==> src/rtl/sseg_pkg.sv <==
// rtl/sseg_pkg.sv - shared types, off-state constants and hex segment table for the display scanner
package sseg_pkg;

    typedef logic [6:0] seg_t;

    typedef enum logic {
        PH_BLANK,
        PH_DRIVE
    } phase_t;

    localparam seg_t       SEG_OFF = 7'h7F;
    localparam logic [3:0] AN_OFF  = 4'hF;

    // Active-low {g,f,e,d,c,b,a}; entry 15 listed first so HEX_TABLE[n] is digit n.
    localparam seg_t [15:0] HEX_TABLE = {
        7'h0E, 7'h06, 7'h21, 7'h46, 7'h03, 7'h08, 7'h10, 7'h00,
        7'h78, 7'h02, 7'h12, 7'h19, 7'h30, 7'h24, 7'h79, 7'h40
    };

endpackage

==> src/rtl/hex_to_sseg.sv <==
// rtl/hex_to_sseg.sv - combinational hex nibble to active-low seven-segment pattern
module hex_to_sseg
    import sseg_pkg::*;
(
    input  logic [3:0] nibble,
    output logic [6:0] seg
);

    assign seg = HEX_TABLE[nibble];

endmodule

==> src/rtl/sseg_scan.sv <==
// rtl/sseg_scan.sv - 4-digit common-anode multiplexed display scanner with per-frame input snapshot
module sseg_scan #(
    parameter int SCAN_DIV     = 100000,
    parameter int BLANK_CYCLES = 1000
) (
    input  logic        clock,
    input  logic        reset,
    input  logic [15:0] value,
    input  logic [3:0]  blank_mask,
    input  logic [3:0]  dp_mask,
    input  logic        enable,
    output logic [3:0]  an,
    output logic [6:0]  seg,
    output logic        dp,
    output logic        frame_start
);

    import sseg_pkg::*;

    localparam int             CW        = $clog2(SCAN_DIV);
    localparam logic [CW-1:0]  CNT_LAST  = CW'(SCAN_DIV - 1);
    localparam logic [CW-1:0]  BLANK_END = CW'(BLANK_CYCLES);

    generate
        if (SCAN_DIV < 4 || BLANK_CYCLES < 1 || BLANK_CYCLES >= SCAN_DIV) begin : g_bad_params
            $error("sseg_scan: need SCAN_DIV >= 4 and 1 <= BLANK_CYCLES < SCAN_DIV");
        end
    endgenerate

    logic [CW-1:0] cnt;
    logic [1:0]    digit;
    logic [15:0]   snap_value;
    logic [3:0]    snap_blank;
    logic [3:0]    snap_dp;
    logic          snap_enable;

    phase_t        phase;
    logic          frame_edge;
    logic [3:0]    cur_nibble;
    seg_t          cur_seg;

    logic [3:0]    an_nxt;
    seg_t          seg_nxt;
    logic          dp_nxt;

    assign phase      = (cnt < BLANK_END) ? PH_BLANK : PH_DRIVE;
    assign frame_edge = (cnt == '0) && (digit == 2'd0);
    assign cur_nibble = snap_value[{digit, 2'b00} +: 4];

    hex_to_sseg u_dec (
        .nibble (cur_nibble),
        .seg    (cur_seg)
    );

    always_ff @(posedge clock or negedge reset) begin
        if (!reset) begin
            cnt   <= '0;
            digit <= 2'd0;
        end else if (cnt == CNT_LAST) begin
            cnt   <= '0;
            digit <= digit + 2'd1;
        end else begin
            cnt   <= cnt + 1'b1;
        end
    end

    // Inputs are frozen for a whole frame so a digit never shows half-old, half-new data.
    always_ff @(posedge clock or negedge reset) begin
        if (!reset) begin
            snap_value  <= '0;
            snap_blank  <= '0;
            snap_dp     <= '0;
            snap_enable <= 1'b0;
            frame_start <= 1'b0;
        end else begin
            frame_start <= frame_edge;
            if (frame_edge) begin
                snap_value  <= value;
                snap_blank  <= blank_mask;
                snap_dp     <= dp_mask;
                snap_enable <= enable;
            end
        end
    end

    always_comb begin
        an_nxt  = AN_OFF;
        seg_nxt = SEG_OFF;
        dp_nxt  = 1'b1;
        if (phase == PH_DRIVE && snap_enable && !snap_blank[digit]) begin
            an_nxt  = ~(4'b0001 << digit);
            seg_nxt = cur_seg;
            dp_nxt  = ~snap_dp[digit];
        end
    end

    always_ff @(posedge clock or negedge reset) begin
        if (!reset) begin
            an  <= AN_OFF;
            seg <= SEG_OFF;
            dp  <= 1'b1;
        end else begin
            an  <= an_nxt;
            seg <= seg_nxt;
            dp  <= dp_nxt;
        end
    end

endmodule

==> config.mk <==
export PLATFORM = sky130hd
export DESIGN_NAME = sseg_scan
export DESIGN_NICKNAME = d
export VERILOG_FILES = /design/src/rtl/sseg_pkg.sv /design/src/rtl/hex_to_sseg.sv /design/src/rtl/sseg_scan.sv
export SDC_FILE = /design/constraint.sdc
export NUM_CORES = 1
export LEC_CHECK = 0
export ABC_AREA = 1
export BUFFER_PORTS_ARGS = -buffer_cell sky130_fd_sc_hd__buf_2
export CAP_MARGIN = 20
export CORE_UTILIZATION = 50
export CTS_BUF_LIST = sky130_fd_sc_hd__clkbuf_8
export DETAILED_ROUTE_END_ITERATION = 8
export PLACE_DENSITY = 0.83
export REMOVE_ABC_BUFFERS = 1
export SLEW_MARGIN = 15
export SYNTH_ARGS = -nofsm -noshare
export SYNTH_HDL_FRONTEND = slang
export SYNTH_SLANG_ARGS = --single-unit
==> constraint.sdc <==
create_clock -name clock -period 1.5 [get_ports clock]
set_input_delay 0.3 -clock clock [delete_from_list [all_inputs] [get_ports clock]]
set_output_delay 0.3 -clock clock [all_outputs]
set_load 0.02 [all_outputs]
==> results of run 1 <==
[stage by stage]
step	hold slack (ps)	TNS, ps	utilization (%)	instance area (sq um)	total power, W
2_1_floorplan	4.41	-9700	-	3010	0.00170
3_3_place_gp	317	-40.1	59.0	3500	0.00180
3_5_place_dp	320	-1010	59.0	3500	0.00181
4_1_cts	145	-388	63.9	3790	0.00356
5_1_grt	144	-3410	69.0	4090	0.00374
6_report	150	-980	69.0	4090	0.00362
[sequential cells by signal (all words and copies together) (netlist names)]
register	cells
snap_enable	1
snap_dp	4
seg	7
snap_value	16
snap_blank	4
frame_start	1
an	4
cnt	17
digit	2
dp	1
[cell type report]
type                       instances  area [sq um]
fill                             420          1840
multi-input combinational        289          1670
clock buffer                      10           138
clock inverter                     6           105
timing repair buffer              71           499
sequential                        57          1440
tap                               75          93.8
inverter                          34           140
[synth_stat cells]
cell      number  area share, %
nand2_1      135             16
nor2_1        42            5.1
nand4_1        6            1.2
ha_1          12            4.9
nand3_2        2           0.65
o22ai_1        1           0.20
buf_4          1           0.24
nand2_2       21            4.3
o21bai_1       1           0.24
nand3_4        1           0.57
inv_1         31            3.8
buf_6          1           0.37
inv_2          2           0.24
dfstp_2       12             10
nor2_2         3           0.61
nand3_1       41            6.7
o21ai_0        4           0.65
nor2_4         6            2.2
nor3_1         3           0.49
dfrtp_1       45             37
a21oi_1        1           0.16
inv_4          1           0.20
xor2_1         7            2.0
nor3b_1        1           0.24
buf_12         2            1.3
buf_2          3           0.49
[worst min-delay path, cell delays in order]
cell	delay (ps)
buf_2	70
nand2_1	40
nand2_1	40
[power groups by stage]
stage                     combinational, W  clock, W  sequential [W]
final                             0.000250   0.00177         0.00160
after global routing              0.000275   0.00187         0.00160
after CTS                         0.000194   0.00177         0.00160
after detailed placement          0.000185         0         0.00162
after global placement            0.000177         0         0.00162
after floorplan                  0.0000837         0         0.00161
[cells in the final DEF (no fill, tap or decap), types with 4 or more instances in the layout]
cell type	instances
xor2_1	7
buf_4	24
nor2_1	41
ha_4	6
nor2_4	7
nand3_2	10
dfstp_2	12
nand3_4	4
nand2_4	5
nand2_1	122
ha_1	5
o21ai_0	4
nand3_1	30
nand4_1	6
inv_1	27
nor2_2	4
buf_2	39
buf_12	4
clkbuf_8	10
dfrtp_1	45
nand2_2	30
[layer usage]
layer	wire length, um	track usage, %
met1	3340	29.5
met2	3910	33.4
met3	638	6.02
met4	381	11.6
met5	0	0
[what timing repair did]
action                     in CTS  in global routing
pin swaps                       1                 17
hold buffers                    1                  0
hold endpoints to repair       45                  0
setup buffers                   1                 10
setup endpoints to repair      31                 36
gates cloned                    0                  2
gates resized for setup         8                 49
[cell families after synthesis]
kind of cell | Yosys count
fa+ha+maj | 12
flops | 57
buf+inv | 41
compound gates | 7
xor+xnor | 7
simple gates | 261
[worst paths after layout]
path	slack, ps	end	cells past startpoint	from
setup / recovery	-140	seg[4]	9	digit[1]
setup reg to reg	-140	seg[4]	9	digit[1]
max in group asynchronous	740	dp	3	reset
hold reg to reg	480	snap_blank[2]	2	snap_blank[2]
min in group asynchronous	480	snap_value[2]	3	reset
hold / removal	150	snap_blank[2]	3	blank_mask[2]
==> out/metrics.yaml, run 1 <==
hold_viol: 0
synth.distinct_cells: 26
synth-seq-area-share_pct: 46.8
drc: 0
cts.htree.levels: 3
rows: 28
netlist_instances: 385
endpoint_kind: "flip-flop"
power.internal_w: 0.00281
diodes: 0
worst-path-buf-inv: 3
vias: 2939
numClockSinks: 57
min_path_type: "primary input to flip-flop"
syn_area_per_cell_sq_um: 8.00
p_leak_nw: 2.00
tightest_slew_ps: 289
grt_start_max_net_pins: 58
critPathLaunchType: "flip-flop"
wire_per_inst_um: 15.3
dieArea_sq_um: 6480
arrival_ps: 1920
drv_slew: 0
setup_viol: 29
layout_min_cycle_time_ps: 1640
slew_headroom_pct: 80.7
start_util_pct: 52.0
dp_slack_ps: -115
cts_root_buf: "clkbuf_8"
powerDensity_nw_per_um2: 885
clkPwrFrac_pct: 48.9
vias_per_cell: 5.42
path_common_cell: "nand3_1"
layout.nets: 501
dp_cells: 512
critPathSlowestCell: "dfrtp_1"
drt-initial-drc-count: 329
yosys.area_share.simple_pct: 38.5
grt-ovfl-total: 0
fin_ws_ps: -142
synth_compound_area_share_pct: 1.26
clkTransAtPathRegs_ps: 70
ant_nets: 0
synthMuxAreaShare_pct: 0
place_hpwl_mm: 4.67
syn_area_sq_um: 3080
crit_family: "simple AND/OR/NAND/NOR gates"
antenna_found_initial: 0
ys_ff_latch: 57
p_sw_share_pct: 22.2
violations: "negative setup slack"
path_class: "flip-flop to flip-flop"
ios: 40
final_cells: 542
clockBufferDepth: 2
maxCapViolCount: 0
fmax_mhz: 609
track_usage_pct: 22.4
drive_above_1_share_pct: 36.8
path_max_fanout: 5
rsz0062_at_grt: "yes"
clk_latency_ps: 350
peakVddDrop_uv: 671
path_cells: "inv_2 > buf_4 > nand3_2 > nand2_4 > buf_6 > ha_1 > nand3_1 > nand3_1 > nand3_1"
skew_ps: 11.7
combPwrFrac_pct: 6.9
cp_slowest_stage_delay_ps: 420
die_w_um: 80.5
finalWirelength_mm: 8.27
die_h_um: 80.5
switchingPower_w: 0.000804
area_delta_synth_final_pct: 32.6
grt_pass1_vias: 2401
portBuffers: 39
placeableCoreArea_sq_um: 5920
yosys_warnings: 0
period_share_pct: 109
finalWeightedCongestion: 0.889
synth-xor-area-share_pct: 1.99
crit_required_ps: 1780
synth_fa_ha_area_share_pct: 4.87
numCtsBuffers: 9
cts_tree: "built"
synth_top_family_by_area: "simple AND/OR/NAND/NOR gates"
status: "finished, violations left"
grt_pass1_wl_mm: 10.7
pwr-share-seq_pct: 44.2
firstDrtPassIters: 8
Note: power is estimated with default switching activity, not from simulation.
==> run 2, diff against run 1 <==
--- a/config.mk
+++ b/config.mk
@@ -11,7 +11,7 @@
 export CORE_UTILIZATION = 50
 export CTS_BUF_LIST = sky130_fd_sc_hd__clkbuf_8
 export DETAILED_ROUTE_END_ITERATION = 8
-export PLACE_DENSITY = 0.83
+export PLACE_DENSITY = 0.81
 export REMOVE_ABC_BUFFERS = 1
 export SLEW_MARGIN = 15
 export SYNTH_ARGS = -nofsm -noshare
==> constraint.sdc (replaced) <==
create_clock -name clock -period 1.75 [get_ports clock]
set_input_delay 0.35 -clock clock [delete_from_list [all_inputs] [get_ports clock]]
set_output_delay 0.35 -clock clock [all_outputs]
set_load 0.02 [all_outputs]
==> out/metrics.yaml, run 2 (synthesis gave the netlist of run 1 again) <==
reg_top3: "cnt x17, snap_value x16, seg x7"
slew_headroom_pct: 79.4  # -1.3 points
placeableCoreArea_sq_um: 5920  # unchanged
critPathSlowestCell: "dfrtp_1"
status: "finished, violations left"
dp_cells: 499  # -2.5%
r2r_slack_ps: 140  # +280 ps
crit_required_ps: 1980  # +200 ps
wire_per_inst_um: 11.8  # -23%
place_hpwl_mm: 4.33  # -7.2%
cts_tree: "built"
layout_commonest_cell: "nand2_1"
final_cells: 516  # -4.8%
tns_ps: 0  # +980 ps
grt_pass1_vias: 2266  # -5.6%
tightest_slew_ps: 308  # +19.1 ps
grt_start_max_net_pins: 58  # unchanged
finalWeightedCongestion: 0.905  # +1.8%
path_max_fanout: 25  # +20
ff2ff_path_depth: 8  # -1
holdWs_ps: -1.58  # -151 ps
track_usage_pct: 20.8  # -1.6 points
violations: "negative hold slack"
crit-reg2reg-capture: "snap_value[15]"
die_w_um: 80.5  # unchanged
clk_latency_ps: 340  # about the same
drv_slew: 0  # unchanged
clockBufferDepth: 2  # unchanged
ios: 40  # unchanged
cts.htree.levels: 3  # unchanged
largest-register: "cnt"
setup_viol: 0  # -100%
portBuffers: 39  # unchanged
grt-ovfl-total: 0  # unchanged
endpoint_kind: "flip-flop"
numClockSinks: 57  # unchanged
min_path_type: "primary input to asynchronous set/reset pin"
numCtsBuffers: 9  # unchanged
p_leak_nw: 1.79  # -11%
start_util_pct: 52.0  # unchanged
maxCapViolCount: 0  # unchanged
fmax_mhz: 620  # +1.8%
powerDensity_nw_per_um2: 734  # -17%
nFillCells: 493  # +17%
path_cells: "inv_4 > ha_1 > nand4_1 > nor2_4 > nand3_4 > buf_4 > nand2_1 > nand2_1"
hold_viol: 2  # +2
path_class: "flip-flop to flip-flop"
rows: 28  # unchanged
drive_above_1_share_pct: 25.6  # -11 points
finalWirelength_mm: 6.07  # -27%
clkTransAtPathRegs_ps: 80  # about the same
worst-path-buf-inv: 2  # -1
vias: 2570  # -13%
antenna_found_initial: 0  # unchanged
largest_reg_flops: 17  # unchanged
drc: 0  # unchanged
fin_area_sq_um: 3560  # -13%
arrival_ps: 1840  # -80 ps
area_delta_synth_final_pct: 15.6
peakVddDrop_uv: 542  # -19%
firstDrtPassIters: 4  # -4
critPathLaunchType: "flip-flop"
cts_root_buf: "clkbuf_8"
vias_per_cell: 4.98  # -8.1%
r2r_start: "digit[0]"
multi_input_area_sq_um: 1440  # -14%
crit_family: "simple AND/OR/NAND/NOR gates"
die_h_um: 80.5  # unchanged
rsz0062_at_grt: "yes"
layout.nets: 475  # -5.2%
grt_pass1_wl_mm: 10.1  # -5.3%
diodes: 0  # unchanged
skew_ps: 11.6  # -0.0873 ps
most-common-layout-cells: "133 x nand2_1, 45 x dfrtp_1, 42 x nor2_1"
ant_nets: 0  # unchanged
path_common_cell: "nand2_1"
regArea_sq_um: 1440  # unchanged
period_share_pct: 92.1  # -17 points
dieArea_sq_um: 6480  # unchanged
drt-initial-drc-count: 152  # -54%
cp_slowest_stage_delay_ps: 420  # about the same
dpl_cell_area_sq_um: 3360  # -3.9%
layout_min_cycle_time_ps: 1610  # -29.3 ps
==> run 2: final cells by class <==
cell class	instances	share of cell area [%]
clock buffer	10	3.87
clock inverter	6	1.23
inverter	34	3.80
multi-input combinational	287	40.5
sequential	57	40.5
tap	75	2.64
timing repair buffer	47	7.52
==> run 2: repair_timing <==
item                       in CTS  in global routing
gates resized for setup         0                  4
setup endpoints to repair       0                 20
hold buffers                    0                  0
buffers inserted                0                  1
==> run 2: worst max-delay path by stage <==
stage	start	end	slack [ps]	cells after the start
finish	digit[0]	snap_value[15]	140	8
global route	digit[0]	seg[0]	-30	10
CTS	digit[0]	seg[6]	70	10
detailed placement	digit[0]	seg[6]	100	10
global placement	digit[0]	snap_dp[2]	210	8
floorplan	digit[0]	snap_blank[0]	-100	8
==> run 2: metrics by stage <==
| stage | hold WS [ps] | utilization [%] | power (W) | setup WS (ps) |
|---|---|---|---|---|
| finish | -1.58 | 60.1 | 0.00261 | 137 |
| detailed placement | 375 | 56.8 | 0.00154 | 104 |
| global route | 22.4 | 60.1 | 0.00272 | -28.6 |
| global placement | 368 | 56.8 | 0.00154 | 207 |
| CTS | 6.11 | 59.8 | 0.00263 | 69.3 |
| floorplan | 54.4 | - | 0.00146 | -104 |
==> run 2: layer usage <==
| layer | wire [um] | vias up | part of all wire, % | global-route usage [%] |
|---|---|---|---|---|
| li1 | - | 1299 | - | - |
| met1 | 2840 | 1185 | 47 | 28.4 |
| met2 | 2800 | 72 | 46 | 31.0 |
| met3 | 288 | 14 | 4.7 | 3.86 |
| met4 | 146 | 0 | 2.4 | 11.1 |
| met5 | 0 | - | 0 | 0 |
==> run 2: power breakdown <==
part | leakage, nW | internal [W] | switching [W]
clock network | 0.0805 | 0.000550 | 0.000541
registers | 0.683 | 0.00135 | 0.0000188
logic | 1.02 | 0.0000612 | 0.0000924
